==> src/rtl/sg_read_req_gen.sv <==
// Splits scatter-gather elements into read requests bounded by the max read
// request size and 4 KB pages, tracking up to four outstanding tags.
module sg_read_req_gen #(
    parameter int unsigned C_MAX_READ_REQ = 2
) (
    input  logic        CLK,
    input  logic        rRst,
    input  logic [2:0]  CONFIG_MAX_READ_REQUEST_SIZE,
    input  logic [63:0] SG_ELEM_ADDR,
    input  logic [31:0] SG_ELEM_LEN,
    input  logic        SG_ELEM_RDY,
    output logic        SG_ELEM_REN,
    output logic        RX_REQ,
    input  logic        RX_REQ_ACK,
    output logic [1:0]  RX_REQ_TAG,
    output logic [63:0] RX_REQ_ADDR,
    output logic [9:0]  RX_REQ_LEN,
    input  logic        TAG_DONE,
    input  logic [1:0]  TAG_DONE_ID,
    output logic [31:0] WORDS_ISSUED,
    output logic        IDLE
);
    typedef enum logic [2:0] {S_IDLE, S_FETCH, S_CALC, S_WAIT_TAG, S_REQ} state_t;

    localparam logic [2:0] CAP_CODE = (C_MAX_READ_REQ > 5) ? 3'd5 : 3'(C_MAX_READ_REQ);

    state_t      state_q;
    logic [63:0] addr_q;
    logic [31:0] rem_q;
    logic [12:0] chunk_q;
    logic [3:0]  busy_q;
    logic [3:0]  busy_d;
    logic [1:0]  rr_q;
    logic        req_q;
    logic [1:0]  tag_q;
    logic [63:0] req_addr_q;
    logic [9:0]  req_len_q;
    logic [31:0] words_q;

    logic [2:0]  cfg_code;
    logic [12:0] max_bytes;
    logic [12:0] to_bound;
    logic [12:0] chunk_d;
    logic        tag_free;
    logic [1:0]  free_tag;
    logic [1:0]  cand;
    logic        ack;
    logic [31:0] rem_after;

    always_comb begin
        cfg_code = CONFIG_MAX_READ_REQUEST_SIZE;
        if (cfg_code > 3'd5) cfg_code = 3'd5;
        if (cfg_code > CAP_CODE) cfg_code = CAP_CODE;
        max_bytes = 13'd128 << cfg_code;
        to_bound  = 13'h1000 - {1'b0, addr_q[11:0]};
        chunk_d   = max_bytes;
        if (to_bound < chunk_d) chunk_d = to_bound;
        if (rem_q < {19'b0, chunk_d}) chunk_d = rem_q[12:0];
    end

    // Round-robin search: first free tag at or after the pointer.
    always_comb begin
        tag_free = 1'b0;
        free_tag = rr_q;
        cand     = '0;
        for (int unsigned i = 0; i < 4; i++) begin
            cand = rr_q + 2'(i);
            if (!tag_free && !busy_q[cand]) begin
                tag_free = 1'b1;
                free_tag = cand;
            end
        end
    end

    assign ack       = RX_REQ_ACK && req_q;
    assign rem_after = rem_q - {19'b0, chunk_q};

    // Release is applied before the ack set; a just-allocated tag is never busy.
    always_comb begin
        busy_d = busy_q;
        if (TAG_DONE) busy_d[TAG_DONE_ID] = 1'b0;
        if (ack) busy_d[tag_q] = 1'b1;
    end

    always_ff @(posedge CLK or posedge rRst) begin
        if (rRst) begin
            state_q    <= S_IDLE;
            addr_q     <= '0;
            rem_q      <= '0;
            chunk_q    <= '0;
            busy_q     <= '0;
            rr_q       <= '0;
            req_q      <= 1'b0;
            tag_q      <= '0;
            req_addr_q <= '0;
            req_len_q  <= '0;
            words_q    <= '0;
        end else begin
            busy_q <= busy_d;
            case (state_q)
                S_IDLE: begin
                    if (SG_ELEM_RDY) begin
                        addr_q  <= SG_ELEM_ADDR;
                        rem_q   <= SG_ELEM_LEN;
                        state_q <= S_FETCH;
                    end
                end
                S_FETCH: state_q <= (rem_q == '0) ? S_IDLE : S_CALC;
                S_CALC: begin
                    chunk_q <= chunk_d;
                    if (tag_free) begin
                        state_q    <= S_REQ;
                        req_q      <= 1'b1;
                        tag_q      <= free_tag;
                        rr_q       <= free_tag + 2'd1;
                        req_addr_q <= addr_q;
                        req_len_q  <= chunk_d[11:2];
                    end else begin
                        state_q <= S_WAIT_TAG;
                    end
                end
                S_WAIT_TAG: begin
                    if (tag_free) begin
                        state_q    <= S_REQ;
                        req_q      <= 1'b1;
                        tag_q      <= free_tag;
                        rr_q       <= free_tag + 2'd1;
                        req_addr_q <= addr_q;
                        req_len_q  <= chunk_q[11:2];
                    end
                end
                S_REQ: begin
                    if (ack) begin
                        req_q   <= 1'b0;
                        addr_q  <= addr_q + {51'b0, chunk_q};
                        rem_q   <= rem_after;
                        words_q <= words_q + {21'b0, chunk_q[12:2]};
                        state_q <= (rem_after != '0) ? S_CALC : S_IDLE;
                    end
                end
                default: state_q <= S_IDLE;
            endcase
        end
    end

    assign SG_ELEM_REN  = !rRst && (state_q == S_IDLE) && SG_ELEM_RDY;
    assign RX_REQ       = req_q;
    assign RX_REQ_TAG   = tag_q;
    assign RX_REQ_ADDR  = req_addr_q;
    assign RX_REQ_LEN   = req_len_q;
    assign WORDS_ISSUED = words_q;
    assign IDLE         = (state_q == S_IDLE) && (busy_q == '0);
endmodule
==> config.mk <==
export PLATFORM = sky130hd
export DESIGN_NAME = sg_read_req_gen
export DESIGN_NICKNAME = d
export VERILOG_FILES = /design/src/rtl/sg_read_req_gen.sv
export SDC_FILE = /design/constraint.sdc
export NUM_CORES = 1
export LEC_CHECK = 0
export BUFFER_PORTS_ARGS = -buffer_cell sky130_fd_sc_hd__clkbuf_2
export CAP_MARGIN = 20
export CORE_ASPECT_RATIO = 0.5
export CORE_UTILIZATION = 55
export DETAILED_ROUTE_END_ITERATION = 16
export GPL_ROUTABILITY_DRIVEN = 0
export PLACE_DENSITY = 0.78
export SLEW_MARGIN = 10
export SYNTH_ARGS = -nofsm -noshare
export SYNTH_HDL_FRONTEND = slang
export SYNTH_SLANG_ARGS = --single-unit
==> constraint.sdc <==
create_clock -name CLK -period 16.8 [get_ports CLK]
set_input_delay 0.84 -clock CLK [delete_from_list [all_inputs] [get_ports CLK]]
set_output_delay 0.84 -clock CLK [all_outputs]
set_load 0.01 [all_outputs]
---- After elaboration in Yosys (flattened, before gate mapping) ----
Index checks and enable logic that the tools add are counted.
word-level totals
  flip-flop bits (word level) ............. 227
  input port bits ......................... 106
  output and inout bits ................... 111
cells by class
  add/subtract/negate cells ............... 8
  $lt $le $gt $ge ......................... 12
  eq/ne operators ......................... 9
  shifts and indexed selects .............. 1
  multiplexer cells ....................... 44
  bitwise gates (word level) .............. 3
  reduce and logical (&&, ||, !) cells .... 29
operators with widths
  cell                                                                  number
  64-bit two-way mux                                                    2
  64-bit one-hot mux with 2 select lines                                1
  64-bit by 13-bit adder with 64-bit output                             1
  32-bit two-way mux                                                    2
  32-bit one-hot mux with 2 select lines                                1
  32-bit by 11-bit adder with 32-bit output                             1
  32-bit logical NOT                                                    1
  32-bit by 13-bit < comparator with 1-bit output                       1
  32-bit nonzero test                                                   1
  32-bit by 13-bit subtractor with 32-bit output                        1
  13-bit two-way mux                                                    2
  10-bit two-way mux                                                    2
  10-bit one-hot mux with 2 select lines                                1
  2-bit by 3-bit < comparator with 1-bit output, second input constant  6
  3-bit two-way mux                                                     6
  3-bit one-hot mux with 5 select lines                                 1
  13-bit < comparator                                                   1
  8-bit by 3-bit << shifter with 13-bit output, first input constant    1
  13-bit by 12-bit subtractor with 13-bit output, first input constant  1
  1-bit two-way mux                                                     12
  3-bit AND reduction                                                   4
  2-bit two-way mux                                                     5
  1-bit logical AND                                                     9
  1-bit binary-select mux with 2-bit select                             4
  22 further kinds                                                      39

---- Longest topological paths before layout ----
Gate-level depths: netlist (run 1).
  depth after elaboration ................. 14
  depth in mapped cells ................... 24
  depth with buffers taken out ............ 22

---- Worst setup path after synthesis (run 1) ----
No wires, ideal clock.
  kind .................................... in2out
  start ................................... in rRst
  end ..................................... out SG_ELEM_REN
  arrival time ............................ 6339 ps
  path slack .............................. 9621 ps
  cell stages on the path ................. 2
  buffers on the path ..................... 0
  cell sequence ........................... inv_1 > and4_1
on the way
  word-level cells in the longest chain between the ends .. 3
RTL lines
  what                             line  RTL
  start: declaration               7     input logic rRst,
  1-bit logical NOT                146   assign SG_ELEM_REN = !rRst && (state_q == S_IDLE) && SG_ELEM_RDY;
  1-bit logical AND (2 in series)  146
  end: declaration                 12    output logic SG_ELEM_REN,
No other way between the ends.

---- Worst setup path after layout (run 1) ----
  start ................................... reg addr_q[3]
  end ..................................... reg req_len_q[7], in the netlist RX_REQ_LEN[7]
on the way
  word-level cells in the longest chain between the ends .. 7
RTL lines
  what                                                line  RTL
  start: declaration                                  28    logic [63:0] addr_q;
  start signal: assignment                            135   addr_q <= addr_q + {51'b0, chunk_q};
  13-bit by 12-bit subtractor with 13-bit output (*)  55    to_bound = 13'h1000 - {1'b0, addr_q[11:0]};
  13-bit < comparator                                 57    if (to_bound < chunk_d) chunk_d = to_bound;
  13-bit two-way mux (*)                              57
  32-bit by 13-bit < comparator with 1-bit output     58    if (rem_q < {19'b0, chunk_d}) chunk_d = rem_q[12:0];
  13-bit two-way mux (*)                              58
  10-bit two-way mux (*)                              111   if (tag_free) begin
  10-bit one-hot mux with 2 select lines (*)          100   case (state_q)
  end signal: assignment                              117   req_len_q <= chunk_d[11:2];
  end signal: assignment                              129   req_len_q <= chunk_q[11:2];
  end: declaration                                    37    logic [9:0] req_len_q;
Every way passes the cells marked *; elsewhere a longest branch is shown, timed or not. The select of a mux whose other input is x is not followed.
A chain may end at the register's enable or synchronous reset.

==> flow_metrics.env, run 1 <==
export IMPL_status="finished, final reports clean"
export IMPL_antenna_found_initial=1
export IMPL_avgSynthCellArea_um2=8.30
export IMPL_cp_start_kind="flip-flop"
export IMPL_period_needed_ns=5.84
export IMPL_fmax_mhz=171
export IMPL_path_max_fanout=22
export IMPL_placedCellCount=2069
export IMPL_netlist_area_um2=13400
export IMPL_slew_headroom_pct=32.8
export IMPL_core_region_area_um2=23400
export IMPL_final_common_cell="nand2_1"
export IMPL_place_hpwl_mm=28.7
export IMPL_drt_antenna_violating_nets=0
export IMPL_ir_drop_uv=99.8
export IMPL_hold_violations=0
export IMPL_ys_ff_latch=227
export IMPL_grt_pass1_wl_mm=66.2
export IMPL_grt_ovfl_total=0
export IMPL_maxCapViolations=0
export IMPL_ys_types=78
export IMPL_die_height_um=112
export IMPL_post_drt_wl_per_cell_um=19.5
export IMPL_post_cts_setup_buffers=0
export IMPL_cts_buffer_depth=3
export IMPL_port_buffers=216
export IMPL_period_share_pct=34.8
export IMPL_place_ws_ns=11.12
export IMPL_htreeDepth=1
export IMPL_hold_slack_ns=0.428
export IMPL_clk_pin_slew_ns=0.07
export IMPL_die_w_um=223
export IMPL_drtIter0Drc=1364
export IMPL_setup_violations_final=0
export IMPL_synth_edff_count=0
export IMPL_rows=39
export IMPL_areaGrowthSynthToFinish_pct=14.8
export IMPL_seq_area_frac_synth_pct=42.3
export IMPL_grt_start_max_net_pins=101
export IMPL_cts_hold_buffers=0
export IMPL_initial_utilization_pct=57.5
export IMPL_track_usage_pct=32.7
export IMPL_rsz0062_at_grt="no"
export IMPL_skew_ns=0.0195
export IMPL_final_setup_worst_slack_ns=10.96
export IMPL_slowest_delay_ns=0.67
export IMPL_async_flop_share_pct=100
export IMPL_path_cells="or4_1 -> nor2b_1 -> xnor2_1 -> ha_1 -> o21a_1 -> o21a_1 -> o21a_1 -> o21ai_0 -> and3_1 -> nor2_1 -> a21oi_1 -> ha_1 -> a21o_1 -> a21o_1 -> a21oi_1 -> o311ai_1 -> a31oi_4 -> mux2_2 -> a21oi_1"
export IMPL_cts_root_buf="clkbuf_16"
export IMPL_syn_inst=1618
export IMPL_pin_count=217
export IMPL_path_class="reg -> reg"
export IMPL_crit_required_ns=17.26
export IMPL_reg2reg_slack_ns=10.96
export IMPL_clk_latency_ns=0.54
export IMPL_cts_sinks=227
export IMPL_cp_data_arrival_time_ns=6.30
export IMPL_fin_nets=1952
export IMPL_power_static_leakage_nw=7.24
export IMPL_cts_made_buffers=22
export IMPL_instances_no_fill=2109
export IMPL_grt_pass1_vias=12700
export IMPL_final_cell_mix="351 x nand2_1, 226 x dfrtp_1, 217 x clkbuf_2"
export IMPL_drc=0
export IMPL_power_density_nw_per_um2=211
export IMPL_via_per_inst=6.24
export IMPL_ff2ff_path_depth=19
export IMPL_cts_tree="yes"
export IMPL_wl_mm=41.1
export IMPL_slew_violations=0
export IMPL_vias=13200
export IMPL_cp_slowest_cell="a31oi_4"
export IMPL_drtPass1Iterations=8
export IMPL_die_area_um2=25100
export IMPL_tightest_slew_ns=1.01
export IMPL_cts_resized=0
export IMPL_power_w=0.00326
export IMPL_tns_ns=0
export IMPL_synthFlopType="dfrtp_1"
export IMPL_layout_drive_gt1_share_pct=16.4
export IMPL_yosysWarnings=0
export IMPL_worstSetupEndpointType="flip-flop"
export IMPL_worstHoldPathType="in -> async"
flip-flops by register name, summed over array words and instances, names as in the netlist:
signal / cells
RX_REQ_LEN: 10
RX_REQ_ADDR: 64
RX_REQ: 1
rem_q: 32
rr_q: 2
busy_q: 4
WORDS_ISSUED: 32
chunk_q: 13
RX_REQ_TAG: 2
state_q: 3
addr_q: 64
worst paths after layout:
path	startpoint	end
max	addr_q[3]	RX_REQ_LEN[7]
min reg2reg	RX_REQ_ADDR[36]	RX_REQ_ADDR[36]
max in group asynchronous	rRst	state_q[2]
min	rRst	busy_q[1]
max reg2reg	addr_q[3]	RX_REQ_LEN[7]
min in group CLK	RX_REQ_ADDR[36]	RX_REQ_ADDR[36]
routing by layer:
layer | up-vias | wire, um | track usage [%]
li1 | 6056 | - | -
met1 | 6311 | 17100 | 44.2
met2 | 683 | 19300 | 53.9
met3 | 106 | 3450 | 5.24
met4 | 0 | 1250 | 11.2
met5 | - | 0 | 0
area by class of cell:
type	instances	area (um2)
flip-flops and latches	227	5680
diodes	1	2.50
clock inverters	6	55.1
inverters	43	169
clock buffers	31	636
multi-input cells	1263	7270
fillers	1948	7960
well taps	307	384
repair buffers	231	1210
stage by stage:
step / utilization [%] / instance area [um2]
6_report: 65.9 / 15400
5_1_grt: 65.9 / 15400
4_1_cts: 65.8 / 15400
3_5_place_dp: 62.8 / 14700
3_3_place_gp: 62.8 / 14700
2_1_floorplan: - / 13400
cells by family (layout without fill, tap and decap cells):
family / Yosys count / count (layout) / synth area share, %
simple gates: 688 / 688 / 22.8
compound gates: 436 / 436 / 20.3
flops: 227 / 227 / 42.3
buf+inv: 130 / 311 / 3.80
xor+xnor: 69 / 69 / 4.50
fa+ha+maj: 58 / 58 / 5.57
mux: 9 / 9 / 0.717
other cells: 1 / 4 / 0.0279
critical path, delay by kind of cell (launching register included):
family	cells	cell delay (ns)
AOI/OAI and AO/OA	11	2.66
and+or+nand+nor	4	1.44
adders and majority gates	2	0.58
DFF	1	0.48
muxes	1	0.42
xor gates and xnor gates	1	0.17
cell usage after synthesis (all sizes together), types with 9 or more instances:
| library cell | number | share of area, % |
|---|---|---|
| a211oi | 32 | 1.8 |
| a21o | 15 | 0.84 |
| a21oi | 145 | 5.6 |
| a311oi | 9 | 0.59 |
| a31oi | 18 | 0.95 |
| and2 | 12 | 0.56 |
| and3 | 23 | 1.1 |
| buf | 19 | 0.69 |
| clkbuf | 68 | 1.9 |
| dfrtp | 227 | 42 |
| ha | 55 | 5.1 |
| inv | 41 | 1.1 |
| nand2 | 352 | 9.8 |
| nand2b | 11 | 0.51 |
| nand3 | 38 | 1.4 |
| nand4 | 17 | 0.79 |
| nor2 | 126 | 3.5 |
| nor2b | 11 | 0.51 |
| nor3 | 47 | 1.9 |
| nor4 | 15 | 0.75 |
| o21a | 11 | 0.61 |
| o21ai | 104 | 3.9 |
| o22ai | 32 | 1.5 |
| or3 | 16 | 0.82 |
| xnor2 | 34 | 2.2 |
| xor2 | 35 | 2.3 |
power breakdown:
group	internal, W	switching (W)
clock network	0.000278	0.000222
logic	0.000651	0.00102
registers	0.000790	0.000299
(Power assumes the default switching activity.)
==> run 2, diff against run 1 <==
==> constraint.sdc (replaced) <==
create_clock -name CLK -period 5.95 [get_ports CLK]
set_input_delay 0.2975 -clock CLK [delete_from_list [all_inputs] [get_ports CLK]]
set_output_delay 0.2975 -clock CLK [all_outputs]
set_load 0.01 [all_outputs]
==> flow_metrics.env, run 2 (synthesis gave the netlist of run 1 again) <==
export IMPL_cts_made_buffers=23
export IMPL_r2r_start="addr_q[3]"
export IMPL_setup_violations_final=0
export IMPL_die_height_um=112
export IMPL_violations="negative hold slack"
export IMPL_slowest_delay_ns=0.61
export IMPL_place_hpwl_mm=29.0
export IMPL_path_buf_inv=1
export IMPL_hold_slack_ns=-0.0211
export IMPL_grt_pass1_wl_mm=66.7
export IMPL_cts_root_buf="clkbuf_16"
export IMPL_rsz0062_at_grt="no"
export IMPL_wl_mm=41.0
export IMPL_vias=13100
export IMPL_final_cell_mix="351 x nand2_1, 226 x dfrtp_1, 216 x clkbuf_2"
export IMPL_cpLargestDelayFamily="compound AO/OA/AOI/OAI gates"
export IMPL_fmax_mhz=177
export IMPL_pin_count=217
export IMPL_path_max_fanout=15
export IMPL_reg2reg_slack_ns=0.31
export IMPL_layout_drive_gt1_share_pct=16.6
export IMPL_tns_ns=0
export IMPL_cts_tree="yes"
export IMPL_power_density_nw_per_um2=602
export IMPL_hold_violations=15
export IMPL_cp_start_kind="flip-flop"
export IMPL_worstSetupEndpointType="flip-flop"
export IMPL_tightest_slew_ns=1.05
export IMPL_cts_resized=0
export IMPL_post_drt_wl_per_cell_um=19.4
export IMPL_crit_required_ns=6.31
export IMPL_grt_start_max_net_pins=64
export IMPL_maxCapViolations=0
export IMPL_port_buffers=216
export IMPL_initial_utilization_pct=57.5
export IMPL_cp_common_cell="o21a_1"
export IMPL_slew_violations=0
export IMPL_slew_headroom_pct=29.8
export IMPL_final_common_cell="nand2_1"
export IMPL_clk_pin_slew_ns=0.07
export IMPL_clk_latency_ns=0.54
export IMPL_period_share_pct=94.9
export IMPL_grt_pass1_vias=12800
export IMPL_cts_buffer_depth=3
export IMPL_status="finished, violations left"
export IMPL_antenna_found_initial=1
export IMPL_grt_ovfl_total=0
export IMPL_post_cts_setup_buffers=0
export IMPL_period_needed_ns=5.64
export IMPL_rows=39
export IMPL_ff2ff_path_depth=20
export IMPL_drc=0
export IMPL_areaGrowthSynthToFinish_pct=15.6
export IMPL_die_area_um2=25100
export IMPL_r2r_end="RX_REQ_LEN[6]"
export IMPL_path_cells="or4_1 -> nor2b_1 -> xnor2_1 -> ha_1 -> o21a_1 -> o21a_1 -> o21a_1 -> o21ai_0 -> and3_1 -> nand2_1 -> ha_1 -> a21o_1 -> a21oi_1 -> nor2b_1 -> o21ai_0 -> o311ai_1 -> a31oi_4 -> buf_4 -> mux2i_1 -> a21oi_1"
export IMPL_track_usage_pct=32.9
export IMPL_via_per_inst=6.19
export IMPL_core_region_area_um2=23400
export IMPL_path_class="reg -> reg"
export IMPL_worstHoldPathType="in -> async"
export IMPL_htreeDepth=1
export IMPL_cts_hold_buffers=0
export IMPL_drtIter0Drc=1531
export IMPL_drtPass1Iterations=6
export IMPL_cp_data_arrival_time_ns=6.01
export IMPL_skew_ns=0.0195
export IMPL_die_w_um=223
export IMPL_cts_sinks=227
export IMPL_drt_antenna_violating_nets=0
export IMPL_power_static_leakage_nw=7.28
export IMPL_cp_slowest_cell="or4_1"
export IMPL_fin_nets=1956
export IMPL_ir_drop_uv=257
## run 2: worst max path at each step
stage          depth (start not counted)  slack, ns             to       from
2_1_floorplan                         22       1.19  RX_REQ_LEN[5]  addr_q[3]
4_1_cts                               20       0.44  RX_REQ_LEN[6]  addr_q[3]
3_5_place_dp                          20       0.45  RX_REQ_LEN[6]  addr_q[3]
5_1_grt                               19      0.007  RX_REQ_LEN[5]  addr_q[3]
6_report                              20       0.31  RX_REQ_LEN[6]  addr_q[3]
3_3_place_gp                          20       0.67  RX_REQ_LEN[5]  addr_q[3]
## run 2: routing by layer
layer	global-route usage, %	part of all wire (%)	vias up
met5	0	0	-
met4	13.5	3.5	0
met3	5.68	7.2	114
met2	53.5	47	591
met1	44.1	43	6319
li1	-	-	6053
## run 2: stage by stage
step	instances	utilization (%)	setup WS [ns]	power [W]	instance area [um2]
2_1_floorplan	1620	-	1.19	0.00619	13400
3_3_place_gp	2074	63.0	0.674	0.00741	14700
3_5_place_dp	2074	63.0	0.451	0.00763	14700
4_1_cts	2113	66.4	0.441	0.00926	15500
5_1_grt	2114	66.4	0.00651	0.0100	15500
6_report	2114	66.4	0.305	0.00934	15500
## run 2: layout make-up
class | count | area, um2
well taps | 307 | 384
diodes | 1 | 2.50
clock inverters | 9 | 179
multi-input cells | 1263 | 7270
flip-flops and latches | 227 | 5680
repair buffers | 234 | 1220
inverters | 43 | 165
clock buffers | 30 | 622
fillers | 1898 | 7850
## run 2: worst min-delay path: stages
cell,delay (ns)
clkbuf_2,0.10
clkinvlp_4,0.07
buf_4,0.54
## run 2: power by group
part | leakage [nW] | total, W | switching [W] | internal, W
registers | 2.73 | 0.00309 | 0.000863 | 0.00223
clock network | 0.383 | 0.00159 | 0.000638 | 0.000953
logic | 4.17 | 0.00466 | 0.00284 | 0.00182
